==> config.mk <==
export PLATFORM = sky130hd
export DESIGN_NAME = usb_transaction_sequencer
export DESIGN_NICKNAME = d
export VERILOG_FILES = /design/src/rtl/usb_transaction_sequencer.sv
export SDC_FILE = /design/constraint.sdc
export NUM_CORES = 1
export LEC_CHECK = 0
export BUFFER_PORTS_ARGS = -buffer_cell sky130_fd_sc_hd__buf_4
export CAP_MARGIN = 20
export CORE_ASPECT_RATIO = 0.8
export CORE_MARGIN = 3
export CORE_UTILIZATION = 53
export DETAILED_ROUTE_END_ITERATION = 12
export PLACE_DENSITY = 0.85
export SYNTH_ARGS = -nofsm -noshare
export SYNTH_HDL_FRONTEND = slang
export SYNTH_SLANG_ARGS = --single-unit
==> constraint.sdc <==
create_clock -name clock48 -period 2.9 [get_ports clock48]
set_clock_uncertainty 0.05 [all_clocks]
set_input_delay 0.29 -clock clock48 [delete_from_list [all_inputs] [get_ports clock48]]
set_output_delay 0.29 -clock clock48 [all_outputs]
set_load 0.05 [all_outputs]
==> src/rtl/usb_transaction_sequencer.sv <==
// usb_transaction_sequencer
//   Device-side USB transaction sequencer. It decodes tokens addressed to this
//   device, tracks the DATA0/DATA1 toggles of each endpoint, and drives the
//   handshake/data PIDs to the packet transmitter.
//
// Ports
//   clock48          48 MHz clock; all state changes on its rising edge
//   reset_n          asynchronous active-low reset
//   device_address   currently assigned USB address
//   rx_packet_valid  one-cycle pulse: receiver finished a packet
//   rx_pid/addr/endp fields of the received packet (valid with rx_packet_valid)
//   rx_crc_ok        CRC and PID check of the received packet passed
//   tx_start         one-cycle pulse: send a packet with tx_pid
//   tx_pid           PID to transmit, held until tx_done
//   tx_done          one-cycle pulse: transmitter finished EOP
//   ep_select        endpoint of the current transaction
//   ep_in_ready      per-endpoint IN data available
//   ep_out_space     per-endpoint OUT buffer can take a max packet
//   setup_received, out_commit, out_discard, in_acked
//                    one-cycle event pulses to the endpoint buffers
//
// Build option
//   USB_SEQ_TOGGLE_CHECK_EN : OUT data whose PID does not match the OUT toggle
//   is ACKed but discarded (toggle unchanged). Undefined: OUT data PID is not
//   checked and every accepted OUT packet is committed.
//
// State      | meaning
// IDLE       | waiting for a token addressed to this device
// WAIT_DATA  | SETUP/OUT token accepted, waiting for the data packet
// SEND_HS    | ACK/NAK handed to the transmitter, waiting for tx_done
// SEND_DATA  | IN data packet handed to the transmitter, waiting for tx_done
// WAIT_HS    | IN data sent, waiting for the host handshake
module usb_transaction_sequencer #(
  parameter int NUM_ENDPOINTS  = 2,
  parameter int TIMEOUT_CYCLES = 72
) (
  input  logic                     clock48,
  input  logic                     reset_n,
  input  logic [6:0]               device_address,
  input  logic                     rx_packet_valid,
  input  logic [3:0]               rx_pid,
  input  logic [6:0]               rx_addr,
  input  logic [3:0]               rx_endp,
  input  logic                     rx_crc_ok,
  output logic                     tx_start,
  output logic [3:0]               tx_pid,
  input  logic                     tx_done,
  output logic [3:0]               ep_select,
  input  logic [NUM_ENDPOINTS-1:0] ep_in_ready,
  input  logic [NUM_ENDPOINTS-1:0] ep_out_space,
  output logic                     setup_received,
  output logic                     out_commit,
  output logic                     out_discard,
  output logic                     in_acked
);

  localparam logic [3:0] PID_OUT   = 4'b0001;
  localparam logic [3:0] PID_IN    = 4'b1001;
  localparam logic [3:0] PID_SETUP = 4'b1101;
  localparam logic [3:0] PID_DATA0 = 4'b0011;
  localparam logic [3:0] PID_DATA1 = 4'b1011;
  localparam logic [3:0] PID_ACK   = 4'b0010;
  localparam logic [3:0] PID_NAK   = 4'b1010;

  localparam int          TW      = (TIMEOUT_CYCLES > 1) ? $clog2(TIMEOUT_CYCLES) : 1;
  localparam logic [TW-1:0] T_LOAD = TW'(TIMEOUT_CYCLES - 1);
  localparam logic [TW-1:0] T_ONE  = TW'(1);
  localparam logic [4:0]  NUM_EP5 = 5'(NUM_ENDPOINTS);

  typedef enum logic [2:0] {IDLE, WAIT_DATA, SEND_HS, SEND_DATA, WAIT_HS} state_t;

  state_t        state_q, state_d;
  logic [3:0]    ep_q, ep_d;
  logic          setup_q, setup_d;
  logic [3:0]    tx_pid_q, tx_pid_d;
  logic          tx_start_q, tx_start_d;
  logic [TW-1:0] timer_q, timer_d;
  logic [15:0]   in_tog_q, in_tog_d;
  logic [15:0]   out_tog_q, out_tog_d;
  logic          setup_rx_q, setup_rx_d;
  logic          commit_q, commit_d;
  logic          discard_q, discard_d;
  logic          acked_q, acked_d;

  // Widened to 16 so any 4-bit endpoint number indexes them without range issues.
  logic [15:0] in_ready_w, out_space_w;
  logic        tok_ok, is_data, pid_tog;

  assign in_ready_w  = 16'(ep_in_ready);
  assign out_space_w = 16'(ep_out_space);
  assign is_data     = (rx_pid == PID_DATA0) || (rx_pid == PID_DATA1);
  assign pid_tog     = (rx_pid == PID_DATA1);
  assign tok_ok      = rx_packet_valid && rx_crc_ok && (rx_addr == device_address) &&
                       ({1'b0, rx_endp} < NUM_EP5) &&
                       ((rx_pid == PID_SETUP) || (rx_pid == PID_OUT) || (rx_pid == PID_IN));

  always_comb begin
    state_d    = state_q;
    ep_d       = ep_q;
    setup_d    = setup_q;
    tx_pid_d   = tx_pid_q;
    timer_d    = timer_q;
    in_tog_d   = in_tog_q;
    out_tog_d  = out_tog_q;
    tx_start_d = 1'b0;
    setup_rx_d = 1'b0;
    commit_d   = 1'b0;
    discard_d  = 1'b0;
    acked_d    = 1'b0;
    case (state_q)
      IDLE: begin
        if (tok_ok) begin
          ep_d = rx_endp;
          if (rx_pid == PID_IN) begin
            setup_d    = 1'b0;
            tx_start_d = 1'b1;
            if (in_ready_w[rx_endp]) begin
              state_d  = SEND_DATA;
              tx_pid_d = in_tog_q[rx_endp] ? PID_DATA1 : PID_DATA0;
            end else begin
              state_d  = SEND_HS;
              tx_pid_d = PID_NAK;
            end
          end else begin
            state_d = WAIT_DATA;
            setup_d = (rx_pid == PID_SETUP);
            timer_d = T_LOAD;
          end
        end
      end
      WAIT_DATA: begin
        if (rx_packet_valid) begin
          state_d = IDLE;
          if (!(rx_crc_ok && is_data)) begin
            discard_d = 1'b1;
          end else if (setup_q) begin
            if (rx_pid == PID_DATA0) begin
              state_d         = SEND_HS;
              tx_start_d      = 1'b1;
              tx_pid_d        = PID_ACK;
              setup_rx_d      = 1'b1;
              in_tog_d[ep_q]  = 1'b1;
              out_tog_d[ep_q] = 1'b1;
            end else begin
              discard_d = 1'b1;
            end
          end else begin
            state_d    = SEND_HS;
            tx_start_d = 1'b1;
            if (!out_space_w[ep_q]) begin
              tx_pid_d  = PID_NAK;
              discard_d = 1'b1;
            end else begin
              tx_pid_d = PID_ACK;
`ifdef USB_SEQ_TOGGLE_CHECK_EN
              // Host retry of a packet we already took: ACK it, drop the data.
              if (pid_tog != out_tog_q[ep_q]) begin
                discard_d = 1'b1;
              end else begin
                commit_d        = 1'b1;
                out_tog_d[ep_q] = ~out_tog_q[ep_q];
              end
`else
              commit_d        = 1'b1;
              out_tog_d[ep_q] = ~out_tog_q[ep_q];
`endif
            end
          end
        end else if (timer_q == '0) begin
          state_d   = IDLE;
          discard_d = 1'b1;
        end else begin
          timer_d = timer_q - T_ONE;
        end
      end
      SEND_HS: begin
        if (tx_done) state_d = IDLE;
      end
      SEND_DATA: begin
        if (tx_done) begin
          state_d = WAIT_HS;
          timer_d = T_LOAD;
        end
      end
      WAIT_HS: begin
        if (rx_packet_valid) begin
          state_d = IDLE;
          if (rx_crc_ok && (rx_pid == PID_ACK)) begin
            acked_d        = 1'b1;
            in_tog_d[ep_q] = ~in_tog_q[ep_q];
          end
        end else if (timer_q == '0) begin
          state_d = IDLE;
        end else begin
          timer_d = timer_q - T_ONE;
        end
      end
      default: state_d = IDLE;
    endcase
  end

  always_ff @(posedge clock48 or negedge reset_n) begin
    if (!reset_n) begin
      state_q    <= IDLE;
      ep_q       <= '0;
      setup_q    <= 1'b0;
      tx_pid_q   <= '0;
      tx_start_q <= 1'b0;
      timer_q    <= '0;
      in_tog_q   <= '0;
      out_tog_q  <= '0;
      setup_rx_q <= 1'b0;
      commit_q   <= 1'b0;
      discard_q  <= 1'b0;
      acked_q    <= 1'b0;
    end else begin
      state_q    <= state_d;
      ep_q       <= ep_d;
      setup_q    <= setup_d;
      tx_pid_q   <= tx_pid_d;
      tx_start_q <= tx_start_d;
      timer_q    <= timer_d;
      in_tog_q   <= in_tog_d;
      out_tog_q  <= out_tog_d;
      setup_rx_q <= setup_rx_d;
      commit_q   <= commit_d;
      discard_q  <= discard_d;
      acked_q    <= acked_d;
    end
  end

  assign tx_start       = tx_start_q;
  assign tx_pid         = tx_pid_q;
  assign ep_select      = ep_q;
  assign setup_received = setup_rx_q;
  assign out_commit     = commit_q;
  assign out_discard    = discard_q;
  assign in_acked       = acked_q;

endmodule
==> run_results.csv <==
group,metric,value,unit
setup_path,critical_path.startpoint_type,"flop",
clocking,cts.repair.resized,0,
yosys,synth.yosys.seq_area_share,39.6,%
setup_path,timing.rr.end,"in_tog_q[3]$_DFFE_PN0P_",
yosys,ys_dominant_reg_cell,"sky130_fd_sc_hd__dfrtp_1",
clocking,tritoncts,"built",
routing,routed-via-count,1766,
setup_path,worstSetupStartpoint,"state_q[0]$_DFFE_PN0P_",
setup_path,cp_cell_sequence,"or3b_1 > or4_4 > a2111oi_4 > a21oi_1 > a21oi_1",
timing,setup_viol,0,
setup_path,setup.reg_to_reg.worst_slack,0.52,ns
timing,timing_worst_slew_pin_value,0.717,ns
job,drv.max_cap_violation_count,0,
grt,grt_pass1_wl,7710,um
yosys,synthTopCellsByCount,"31 x sky130_fd_sc_hd__dfrtp_1, 23 x sky130_fd_sc_hd__a21oi_1, 14 x sky130_fd_sc_hd__nor2_1",
timing,finalCritPeriodShare,82.1,%
timing,finalHoldViolCount,0,
yosys,yosys.area.top_type,"sky130_fd_sc_hd__dfrtp_1",
yosys,synth_enable_flop_cells,0,
clocking,cts_made_buffers,5,
power_and_ir_drop,vdd.ir_drop.worst,240,uV
setup_path,cpPeakStageDelay,0.65,ns
power_and_ir_drop,p_per_area,408,nW/um2
setup_path,path_max_fanout,11,
yosys,synth_most_common_cell,"sky130_fd_sc_hd__dfrtp_1",
die,design.portCount,44,
timing,timing_max_transition_violations_final,0,
clocking,cts_buffer_depth,2,
yosys,yosys_register_bits,31,
routing,total_wire_length_after_detailed_routing,4550,um
finish,syn_to_final_growth,24.3,%
finish,fraction_of_layout_instances_using_a_drive_strength_above_1,29.1,%
die,starting_utilization_of_the_core_area,56.0,%
setup_path,cp_num_cells,5,
die,die-width,74.0,um
yosys,ys_top_cells_by_area,"sky130_fd_sc_hd__dfrtp_1 40%, sky130_fd_sc_hd__a2111oi_4 7.0%, sky130_fd_sc_hd__a21oi_1 5.9%, sky130_fd_sc_hd__xor2_1 3.1%, sky130_fd_sc_hd__nor2_1 2.7%",
timing,rsz_0062_raised_after_global_routing,"no",
grt,grt_pass1_vias,1653,
setup_path,worst_ep_arrival_time,2.54,ns
timing,layout_min_cycle_time,2.38,ns
die,row_count,19,
routing,drc_errors,0,
power_and_ir_drop,power_leakage,1.07,nW
grt,globalRoute.totalOverflow,0,
yosys,synth_area_per_cell,9.89,um2
setup_path,reg2regPathDepth,5,
timing,post_route_worst_setup_slack,0.519,ns
yosys,synth.lib_cells_used.distinct,56,
routing,postRouteAntennaNets,0,
setup_path,criticalPathCategory,"flop to flop",
yosys,synthesis.instances,198,
grt,grt_util_all_layers,23.0,%
die,die_y,60.4,um
yosys,netlist.area_leader.share,39.6,%
routing,average_routed_wire_per_standard_cell,15.9,um
clocking,cts.reportedPaths.clkPinSlew,0.07,ns
grt,antenna_violations_before_repair,0,
routing,firstDrtPassIters,4,
yosys,postSynth.asyncResetShare,100,%
timing,max_clock_freq,0.420,GHz
yosys,synth.net_count,231,
clocking,setup_repair_bufs_after_cts,0,
place,port-buffer-count,42,
timing,setup-tns-final,0,ns
status,result_of_the_run,"finished clean",
setup_path,setup.worst_path.end,"in_tog_q[3]$_DFFE_PN0P_",
timing,timing.max_slew.rel_slack,51.5,%
clocking,clk-insertion-delay-late,0.29,ns
finish,insertedDiodeCount,0,
routing,drt_initial_violations,168,
clocking,h-tree-depth,2,
setup_path,critPathSlowestCell,"sky130_fd_sc_hd__or4_4",
routing,via_per_inst,6.17,
yosys,synthesis.area,1960,um2
yosys,yosysWarnings,0,
setup_path,end_kind,"flop",
die,fp.dieArea,4460,um2
place,dp_worst_setup_slack,0.558,ns
setup_path,worst-path-buf-inv,0,
power_and_ir_drop,p_total,993,uW
finish,nets,276,
place,place.detailed.hpwl,3480,um
place,globalplace.congestion,0.913,
clocking,clkSinkCount,31,
setup_path,cpMostUsedCell,"sky130_fd_sc_hd__a21oi_1",
setup_path,r2r-start,"state_q[0]$_DFFE_PN0P_",
die,core,3490,um2
grt,grt_max_degree,32,
clocking,cts_root_buffer,"sky130_fd_sc_hd__clkbuf_8",
min_path,min-delay-path-class,"primary input to flop",
timing,finalHoldWorstSlack,0.181,ns
setup_path,worstPathRequired,3.06,ns
setup_path,cpLargestDelayFamily,"simple AND/OR/NAND/NOR gates",
## cell families (layout without fill, tap and decap cells)
family                   after synthesis  after routing  share of synthesized area (%)
buffers and inverters                 17             63                           4.03
AND/OR/NAND/NOR                       70             70                           19.6
multiplexers                           9              9                           6.07
adder cells (fa/ha/maj)                2              2                           1.28
AO/OA/AOI/OAI                         60             60                           25.7
flip-flops                            31             31                           39.6
XOR/XNOR                               8              8                           3.58
other                                  1              1                          0.192
## layout make-up
type	instances	area, um2
clock buffers	6	82.6
clock inverters	2	35.0
fillers	275	1060
inverters	8	30.0
multi-input cells	150	1100
flip-flops and latches	31	776
well taps	42	52.6
repair buffers	47	355
## power breakdown
group / total, mW / switching (mW) / internal, mW
registers: 0.446 / 0.00695 / 0.439
logic: 0.0978 / 0.0499 / 0.0480
clock network: 0.448 / 0.171 / 0.278
total: 0.993 / 0.227 / 0.765
## cells in the final DEF, fill, tap and decap left out, drive strengths merged, types with 3 or more instances in the layout
| master | instances |
|---|---|
| a21oi | 23 |
| or2 | 3 |
| nor2 | 14 |
| nand2 | 13 |
| xor2 | 7 |
| nor3 | 8 |
| a211oi | 3 |
| nor3b | 3 |
| inv | 7 |
| buf | 46 |
| nand2b | 4 |
| dfrtp | 31 |
| nand3 | 4 |
| clkbuf | 6 |
| mux2i | 4 |
| a31oi | 4 |
| mux2 | 3 |
| nor2b | 3 |
| o21ai | 8 |
| a2111oi | 7 |
| a21o | 3 |
## how the worst min path moves through the flow
stage | from | to | slack, ns | depth (start not counted)
2_1_floorplan | reset_n | ep_select[0]$_DFFE_PN0P_ | -0.06 | 0
3_3_place_gp | reset_n | in_acked$_DFF_PN0_ | 0.20 | 1
3_5_place_dp | reset_n | in_acked$_DFF_PN0_ | 0.20 | 1
4_1_cts | rx_crc_ok | out_discard$_DFF_PN0_ | 0.18 | 2
5_1_grt | rx_crc_ok | out_discard$_DFF_PN0_ | 0.18 | 2
6_report | rx_crc_ok | out_discard$_DFF_PN0_ | 0.18 | 2
## worst register-to-register path: cells and delay by family (launching register included)
family	cells	cell delay, ns
AND/OR/NAND/NOR	2	1.06
AO/OA/AOI/OAI	3	0.64
flip-flops	1	0.54
## per-layer routing
| metal | wire length [um] | vias up | GRT usage (%) |
|---|---|---|---|
| met3 | 469 | 13 | 5.96 |
| met2 | 1970 | 91 | 34.6 |
| met1 | 2030 | 838 | 31.8 |
| met5 | 0 | - | 0 |
| met4 | 87 | 0 | 9.30 |
| li1 | - | 824 | - |
## sequential cells by signal (all words and copies together), names as in the netlist
name            count
in_tog_q            8
timer_q             7
ep_select           4
state_q             3
tx_pid              3
in_acked            1
out_commit          1
out_discard         1
setup_q             1
setup_received      1
tx_start            1
## metrics by stage
stage | cells | utilization [%] | cell area (um2)
3_5_place_dp | 277 | 66.0 | 2310
3_3_place_gp | 277 | 66.0 | 2310
4_1_cts | 286 | 69.7 | 2430
2_1_floorplan | 198 | - | 1960
5_1_grt | 286 | 69.7 | 2430
6_report | 286 | 69.7 | 2430
## what timing repair did
item,4_1_cts,5_1_grt
setup endpoints to repair,0,0
hold buffers,1,0
hold endpoints to repair,31,0
No activity file was read; power rests on OpenSTA's default activity.
